$ cat src/rtl/lcd_pkg.sv
// Shared constants, state encoding and helpers for the HD44780 16x2 row driver.
package lcd_pkg;

  localparam logic [7:0] CMD_FUNC_SET = 8'h38;
  localparam logic [7:0] CMD_DISP_ON  = 8'h0C;
  localparam logic [7:0] CMD_ENTRY    = 8'h06;
  localparam logic [7:0] CMD_CLEAR    = 8'h01;
  localparam logic [7:0] CMD_LINE1    = 8'h80;
  localparam logic [7:0] CMD_LINE2    = 8'hC0;

  typedef enum logic [2:0] {
    POWERUP = 3'd0,
    INIT    = 3'd1,
    ADDR1   = 3'd2,
    ROW1    = 3'd3,
    ADDR2   = 3'd4,
    ROW2    = 3'd5
  } lcd_state_t;

  function automatic logic [7:0] init_cmd(input logic [1:0] step);
    logic [7:0] cmd;
    case (step)
      2'd0:    cmd = CMD_FUNC_SET;
      2'd1:    cmd = CMD_DISP_ON;
      2'd2:    cmd = CMD_ENTRY;
      default: cmd = CMD_CLEAR;
    endcase
    return cmd;
  endfunction

  // Char 0 is the leftmost character and sits in the top byte of the row.
  function automatic logic [7:0] row_char(input logic [127:0] row, input logic [3:0] idx);
    logic [3:0] pos;
    pos = 4'd15 - idx;
    return row[{pos, 3'b000} +: 8];
  endfunction

endpackage

$ cat src/rtl/lcd_row_driver_if.sv
// Parallel 8-bit HD44780 write bus between the row driver and the panel.
// Strobe bus, no valid/ready: rs/data are stable for the whole write and the panel latches on the falling edge of lcd_en.
interface lcd_row_driver_if;
  logic       lcd_en;
  logic       lcd_rw;
  logic       lcd_rs;
  logic [7:0] lcd_data;

  modport master (output lcd_en, lcd_rw, lcd_rs, lcd_data);
  modport slave  (input  lcd_en, lcd_rw, lcd_rs, lcd_data);
endinterface

$ cat src/rtl/lcd_byte_writer.sv
// Timing engine for one LCD byte write: holds rs/data for the whole write and
// strobes lcd_en in a fixed window; done marks the last cycle of the write.
module lcd_byte_writer #(
  parameter int BYTE_CYC    = 500,
  parameter int EN_HIGH_CYC = 10,
  parameter int CLEAR_CYC   = 20000
) (
  input  logic       clk,
  input  logic       nRst,
  input  logic       start,
  input  logic       rs,
  input  logic [7:0] data,
  input  logic       long_cyc,
  output logic       lcd_en,
  output logic       lcd_rs,
  output logic [7:0] lcd_data,
  output logic       done,
  output logic       busy
);

  localparam int MAX_CYC = (CLEAR_CYC > BYTE_CYC) ? CLEAR_CYC : BYTE_CYC;
  localparam int CW      = $clog2(MAX_CYC + 1);

  localparam logic [CW-1:0] BYTE_LAST  = CW'(BYTE_CYC - 1);
  localparam logic [CW-1:0] CLEAR_LAST = CW'(CLEAR_CYC - 1);
  localparam logic [CW-1:0] EN_FIRST   = CW'(2);
  localparam logic [CW-1:0] EN_LAST    = CW'(EN_HIGH_CYC + 1);

  logic [CW-1:0] cnt;
  logic [CW-1:0] cnt_nxt;
  logic          long_q;
  logic          accept;

  assign cnt_nxt = cnt + CW'(1);
  assign done    = busy && (cnt == (long_q ? CLEAR_LAST : BYTE_LAST));
  // Accepting in the done cycle lets back-to-back writes run with no idle gap.
  assign accept  = start && (!busy || done);

  always_ff @(posedge clk or negedge nRst) begin
    if (!nRst) begin
      busy     <= 1'b0;
      cnt      <= '0;
      long_q   <= 1'b0;
      lcd_en   <= 1'b0;
      lcd_rs   <= 1'b0;
      lcd_data <= 8'h00;
    end else if (accept) begin
      busy     <= 1'b1;
      cnt      <= '0;
      long_q   <= long_cyc;
      lcd_en   <= 1'b0;
      lcd_rs   <= rs;
      lcd_data <= data;
    end else if (busy) begin
      if (done) begin
        busy   <= 1'b0;
        cnt    <= '0;
        lcd_en <= 1'b0;
      end else begin
        cnt    <= cnt_nxt;
        lcd_en <= (cnt_nxt >= EN_FIRST) && (cnt_nxt <= EN_LAST);
      end
    end
  end

endmodule

$ cat src/rtl/lcd_row_driver.sv
// Sequences the LCD power-up/init commands once, then refreshes both rows
// forever from per-frame snapshots so a frame never mixes old and new text.
module lcd_row_driver
  import lcd_pkg::*;
#(
  parameter int POWERUP_CYC = 150000,
  parameter int BYTE_CYC    = 500,
  parameter int EN_HIGH_CYC = 10,
  parameter int CLEAR_CYC   = 20000
) (
  input  logic                clk,
  input  logic                nRst,
  input  logic [127:0]        row_1,
  input  logic [127:0]        row_2,
  lcd_row_driver_if.master    lcd,
  output logic                init_done,
  output logic                frame_done,
  output lcd_state_t          state
);

  localparam int PW = $clog2(POWERUP_CYC + 1);
  localparam logic [PW-1:0] PU_LAST = PW'(POWERUP_CYC - 1);

  lcd_state_t     state_nxt;
  logic [3:0]     idx;
  logic [3:0]     idx_nxt;
  logic [3:0]     idx_p1;
  logic [PW-1:0]  pu_cnt;
  logic [PW-1:0]  pu_nxt;
  logic [127:0]   snap_1;
  logic [127:0]   snap_2;

  logic           wr_start;
  logic           wr_rs;
  logic [7:0]     wr_data;
  logic           wr_long;
  logic           wr_done;
  logic           wr_busy;
  logic           wr_en;
  logic           wr_rs_q;
  logic [7:0]     wr_data_q;
  logic           snap_load;
  logic           init_set;
  logic           frame_pulse;

  lcd_byte_writer #(
    .BYTE_CYC    (BYTE_CYC),
    .EN_HIGH_CYC (EN_HIGH_CYC),
    .CLEAR_CYC   (CLEAR_CYC)
  ) u_writer (
    .clk      (clk),
    .nRst     (nRst),
    .start    (wr_start),
    .rs       (wr_rs),
    .data     (wr_data),
    .long_cyc (wr_long),
    .lcd_en   (wr_en),
    .lcd_rs   (wr_rs_q),
    .lcd_data (wr_data_q),
    .done     (wr_done),
    .busy     (wr_busy)
  );

  assign lcd.lcd_en   = wr_en;
  assign lcd.lcd_rw   = 1'b0;
  assign lcd.lcd_rs   = wr_rs_q;
  assign lcd.lcd_data = wr_data_q;

  assign idx_p1 = idx + 4'd1;

  always_ff @(posedge clk or negedge nRst) begin
    if (!nRst) begin
      state      <= POWERUP;
      idx        <= 4'd0;
      pu_cnt     <= '0;
      snap_1     <= '0;
      snap_2     <= '0;
      init_done  <= 1'b0;
      frame_done <= 1'b0;
    end else begin
      state      <= state_nxt;
      idx        <= idx_nxt;
      pu_cnt     <= pu_nxt;
      frame_done <= frame_pulse;
      if (init_set) init_done <= 1'b1;
      if (snap_load) begin
        snap_1 <= row_1;
        snap_2 <= row_2;
      end
    end
  end

  // Every follow-on write is launched in the done cycle of the previous one.
  always_comb begin
    state_nxt   = state;
    idx_nxt     = idx;
    pu_nxt      = pu_cnt;
    wr_start    = 1'b0;
    wr_rs       = 1'b0;
    wr_data     = 8'h00;
    wr_long     = 1'b0;
    snap_load   = 1'b0;
    init_set    = 1'b0;
    frame_pulse = 1'b0;
    case (state)
      POWERUP: begin
        if (pu_cnt == PU_LAST) begin
          wr_start  = 1'b1;
          wr_data   = init_cmd(2'd0);
          idx_nxt   = 4'd0;
          state_nxt = INIT;
        end else begin
          pu_nxt = pu_cnt + PW'(1);
        end
      end
      INIT: begin
        if (wr_done) begin
          if (idx == 4'd3) begin
            init_set  = 1'b1;
            idx_nxt   = 4'd0;
            state_nxt = ADDR1;
          end else begin
            idx_nxt  = idx_p1;
            wr_start = 1'b1;
            wr_data  = init_cmd(idx_p1[1:0]);
            wr_long  = (idx_p1 == 4'd3);
          end
        end
      end
      ADDR1: begin
        // The writer is idle only on the entry cycle; that is the snapshot point.
        if (!wr_busy) begin
          snap_load = 1'b1;
          wr_start  = 1'b1;
          wr_data   = CMD_LINE1;
        end else if (wr_done) begin
          idx_nxt   = 4'd0;
          wr_start  = 1'b1;
          wr_rs     = 1'b1;
          wr_data   = row_char(snap_1, 4'd0);
          state_nxt = ROW1;
        end
      end
      ROW1: begin
        if (wr_done) begin
          if (idx == 4'd15) begin
            wr_start  = 1'b1;
            wr_data   = CMD_LINE2;
            state_nxt = ADDR2;
          end else begin
            idx_nxt  = idx_p1;
            wr_start = 1'b1;
            wr_rs    = 1'b1;
            wr_data  = row_char(snap_1, idx_p1);
          end
        end
      end
      ADDR2: begin
        if (wr_done) begin
          idx_nxt   = 4'd0;
          wr_start  = 1'b1;
          wr_rs     = 1'b1;
          wr_data   = row_char(snap_2, 4'd0);
          state_nxt = ROW2;
        end
      end
      ROW2: begin
        if (wr_done) begin
          if (idx == 4'd15) begin
            idx_nxt     = 4'd0;
            frame_pulse = 1'b1;
            state_nxt   = ADDR1;
          end else begin
            idx_nxt  = idx_p1;
            wr_start = 1'b1;
            wr_rs    = 1'b1;
            wr_data  = row_char(snap_2, idx_p1);
          end
        end
      end
      default: state_nxt = POWERUP;
    endcase
  end

endmodule

$ cat src/flat_wrapper.sv
// flat-port wrapper written by rule: the top's interface ports become plain ports
module lcd_row_driver_flat import lcd_pkg::*;
#(
  parameter int POWERUP_CYC = 150000,
  parameter int BYTE_CYC    = 500,
  parameter int EN_HIGH_CYC = 10,
  parameter int CLEAR_CYC   = 20000
)
  (clk, nRst, row_1, row_2, init_done, frame_done, state, lcd_lcd_en, lcd_lcd_rw, lcd_lcd_rs, lcd_lcd_data);
  lcd_row_driver_if lcd_i ();
  input  logic clk;
  input  logic nRst;
  input  logic [127:0] row_1;
  input  logic [127:0] row_2;
  output logic init_done;
  output logic frame_done;
  output lcd_state_t state;
  output wire logic [$bits(lcd_i.lcd_en)-1:0] lcd_lcd_en;
  output wire logic [$bits(lcd_i.lcd_rw)-1:0] lcd_lcd_rw;
  output wire logic [$bits(lcd_i.lcd_rs)-1:0] lcd_lcd_rs;
  output wire logic [$bits(lcd_i.lcd_data)-1:0] lcd_lcd_data;
  assign lcd_lcd_en = lcd_i.lcd_en;
  assign lcd_lcd_rw = lcd_i.lcd_rw;
  assign lcd_lcd_rs = lcd_i.lcd_rs;
  assign lcd_lcd_data = lcd_i.lcd_data;
  lcd_row_driver #(.POWERUP_CYC(POWERUP_CYC), .BYTE_CYC(BYTE_CYC), .EN_HIGH_CYC(EN_HIGH_CYC), .CLEAR_CYC(CLEAR_CYC)) u_core (.clk(clk), .nRst(nRst), .row_1(row_1), .row_2(row_2), .lcd(lcd_i), .init_done(init_done), .frame_done(frame_done), .state(state));
endmodule
$ cat config.mk
export PLATFORM = sky130hd
export DESIGN_NAME = lcd_row_driver_flat
export DESIGN_NICKNAME = d
export VERILOG_FILES = /design/src/rtl/lcd_pkg.sv /design/src/rtl/lcd_row_driver_if.sv /design/src/rtl/lcd_byte_writer.sv /design/src/rtl/lcd_row_driver.sv /design/src/flat_wrapper.sv
export SDC_FILE = /design/constraint.sdc
export NUM_CORES = 1
export LEC_CHECK = 0
export CORE_MARGIN = 5
export CORE_UTILIZATION = 40
export CTS_BUF_LIST = sky130_fd_sc_hd__clkbuf_8
export DETAILED_ROUTE_END_ITERATION = 12
export GPL_ROUTABILITY_DRIVEN = 0
export PLACE_DENSITY = 0.71
export SLEW_MARGIN = 10
export SYNTH_ARGS = -nofsm -noshare
export SYNTH_HDL_FRONTEND = slang
export SYNTH_HIERARCHICAL = 1
export SYNTH_SLANG_ARGS = --single-unit
$ cat constraint.sdc
create_clock -name clk -period 7.55 [get_ports clk]
set_clock_uncertainty 0.1 [all_clocks]
set_input_delay 1.51 -clock clk [delete_from_list [all_inputs] [get_ports clk]]
set_output_delay 1.51 -clock clk [all_outputs]
set_load 0.03 [all_outputs]
==> run_results.csv <==
group,metric,value,unit
layout,drive_gt1_frac,0.3091,
synthesis,synth.top_cell.area_share,0.5186,
layout,multi_input_area,6739,sq um
worst_setup_path,setup.worst_path.end_class,"register",
hold_path,worstHoldPathType,"reg2reg",
worst_setup_path,worstPathMaxFanout,10,
outcome,outcome,"finished, final reports clean",
clock_network,clock_latency,640,ps
floorplanning,rows,70,
worst_setup_path,slowest_stage,"nor3_1",
layout,nNetsFinal,1603,
worst_setup_path,crit_type,"reg2reg",
sta,finalCritPeriodShare,0.5894,
clock_network,clk_pin_slew,60,ps
routing,drtIter0Drc,725,
layout,fillCellCount,3155,
layout,layout_common_cells,"dfrtp_1 (309), clkdlybuf4s50_1 (271), mux2_2 (260)",
pwr,leakagePower,0.008618,uW
clock_network,holdBufCountCts,0,
layout,fin_cells,1847,
synthesis,syn-num-nets,1343,
synthesis,yosysSeqAreaShare,0.5186,
synthesis,synthTopCellsByArea,"dfrtp_1 (52%), mux2_2 (20%), mux4_2 (9.3%)",
floorplanning,die_area,41370,sq um
run,cap_viol_max_count,0,
synthesis,ys.flop_type,"dfrtp_1",
sta,finalSetupViolations,0,
synthesis,async_flop_share,1.000,
global_routing,grt_max_degree,172,
synthesis,ys_ff_latch,310,
routing,vias,10070,
clock_network,cts-resized-gates,0,
routing,routed_wl,40.38,mm
sta,hold_viol_final,0,
pwr,peakVddDrop,107.8,uV
global_routing,grt_pass1_vias,10800,
worst_setup_path,critPathLaunchType,"register",
synthesis,synth-edff-count,0,
routing,via_per_inst,5.453,
clock_network,htreeDepth,2,
sta,maxSlewViolCount,0,
layout,regArea,7761,sq um
sta,tightest_slew,1139,ps
worst_setup_path,required,7970,ps
clock_network,clockBufferDepth,3,
sta,fmaxAchievable,0.2247,GHz
floorplanning,pin_count,274,
sta,slew_headroom,0.2378,
floorplanning,initial_core_util,0.4067,
global_routing,antenna_found_initial,11,
sta,finalSetupTns,0,ps
synthesis,syn-cell-area,14960,sq um
layout,mostFrequentLayoutCell,"dfrtp_1",
global_routing,use_met2,0.3107,
worst_setup_path,crit_chain,"ha_1 -> and4bb_4 -> nand4_2 -> a21boi_0 -> inv_1 -> nor3_1 -> inv_1 -> o2111ai_1 -> and2_1 -> mux2_1",
clock_network,clockRootBuffer,"clkbuf_8",
floorplanning,die_height,203.4,microns
placement,port-buffer-count,272,
worst_setup_path,slowest_delay,830,ps
global_routing,grt.met1_usage,0.2509,
worst_setup_path,crit_arrival,4870,ps
routing,drc,0,
synthesis,synth.avg_cell_area,13.89,sq um
synthesis,netlist_instances,1077,
floorplanning,die_w,203.4,microns
layout,final_core_util,0.5176,
global_routing,met3_usage,0.05867,
global_routing,top_usage_layer,"met2",
layout,area_delta_synth_final,27.27,%
routing,postRouteAntennaNets,0,
worst_setup_path,r2r_slack,3100,ps
synthesis,synth_top_area_cell,"dfrtp_1",
worst_setup_path,cpLargestDelayFamily,"simple AND/OR/NAND/NOR gates",
sta,grt_setup_unrepaired,"false",
clock_network,cts_buffers,54,
sta,period_needed,4450,ps
pwr,power_density,177.0,nW/um^2
worst_setup_path,path_buf_inv,2,
pwr,totalPowerFinal,3371,uW
floorplanning,core,36790,sq um
clock_network,cts_sinks,310,
global_routing,grt_use_total,0.1935,
routing,first_pass_iters,5,
synthesis,ys_types,72,
global_routing,grt_first_pass_wirelength,62.04,mm
routing,wl_per_cell,21.86,microns
placement,place_inst,1749,
global_routing,gr-total-overflow,0,
clock_network,cts_setup_buffers,0,
clock_network,cts_tree,"yes",
synthesis,yosys_warnings,6,
placement,hpwl,28.76,mm
worst_setup_path,crit_top_cell,"inv_1",
-- area by class of cell --
class | instances | area share
well taps | 468 | 0.03076
inverters | 13 | 0.002563
diodes | 4 | 0.0005258
clock inverters | 25 | 0.006901
clock buffers | 69 | 0.04988
flip-flops and latches | 310 | 0.4077
repair buffers | 280 | 0.1477
multi-input cells | 678 | 0.3540
-- path summary, 6_finish.rpt --
check	depth (start not counted)	endpoint	startpoint
setup / recovery	10	u_core/u_writer/lcd_data[4]$_DFFE_PN0P_	u_core/u_writer/cnt[0]$_DFFE_PN0P_
hold / removal	1	u_core/pu_cnt[17]$_DFFE_PN0P_	u_core/pu_cnt[17]$_DFFE_PN0P_
setup reg to reg	10	u_core/u_writer/lcd_data[4]$_DFFE_PN0P_	u_core/u_writer/cnt[0]$_DFFE_PN0P_
hold reg to reg	1	u_core/pu_cnt[17]$_DFFE_PN0P_	u_core/pu_cnt[17]$_DFFE_PN0P_
max in group asynchronous	2	u_core/snap_1[89]$_DFFE_PN0P_	nRst
min in group asynchronous	1	u_core/snap_2[90]$_DFFE_PN0P_	nRst
-- synth_stat cells (all sizes together), types with 3 or more instances --
library cell  number
a222oi             3
a211oi             4
or4                3
clkbuf            15
mux2i             17
xor2              12
xnor2             16
nor2              27
or3                4
nand4             14
a31oi              3
ha                 8
a21oi             12
buf               61
inv               13
and3              13
a21boi             4
o41ai              4
mux2             270
nand3             28
o22ai              7
a22oi              3
o32ai              3
o31ai              9
dfrtp            310
nand2             57
nor4               5
nor3              13
nand2b             9
o21ai             29
nor2b              5
mux4              64
-- sequential cells by signal, indices dropped and copies added (netlist names) --
signal	flops
u_core/frame_done	1
u_core/u_writer/busy	1
u_core/pu_cnt	18
u_core/snap_1	128
u_core/snap_2	128
u_core/u_writer/lcd_rs	1
u_core/u_writer/long_q	1
u_core/u_writer/lcd_data	8
u_core/init_done	1
u_core/u_writer/cnt	15
u_core/state	3
u_core/u_writer/lcd_en	1
u_core/idx	4
-- worst reg2reg max path: stages, from the launching register on --
cell       delay (ps)
dfrtp_1           480
ha_1              380
and4bb_4          310
nand4_2           120
a21boi_0          760
inv_1             240
nor3_1            830
inv_1              90
o2111ai_1         170
and2_1            500
mux2_1            390
-- per-stage QoR --
stage / hold WS (ps) / setup WS (ps) / cell area, sq um
floorplan: 334.2 / 4075 / 14960
global placement: 356.1 / 3365 / 17950
detailed placement: 359.8 / 3252 / 17950
CTS: 372.5 / 3249 / 19030
global route: 398.3 / 2799 / 19040
finish: 373.8 / 3100 / 19040
-- power by group --
part,switching (uW),internal [uW]
Sequential,0,1660
Combinational,61.1,118
Clock,707,822
Total,768,2600
-- cells by family after synthesis --
logic type	Yosys count	synth area share
AO/OA/AOI/OAI	98	0.04441
XOR/XNOR	28	0.01639
adder cells (fa/ha/maj)	8	0.006691
buffers and inverters	89	0.03404
flip-flops	310	0.5186
multiplexers	351	0.3115
other	1	0.0002507
AND/OR/NAND/NOR	192	0.06817
-- layer usage --
layer / vias to the layer above / routed length, microns
li1: 4532 / -
met4: 12 / 1070
met3: 82 / 2967
met5: - / 74
met2: 322 / 19610
met1: 5123 / 16660
No activity file was read; power rests on OpenSTA's default activity.
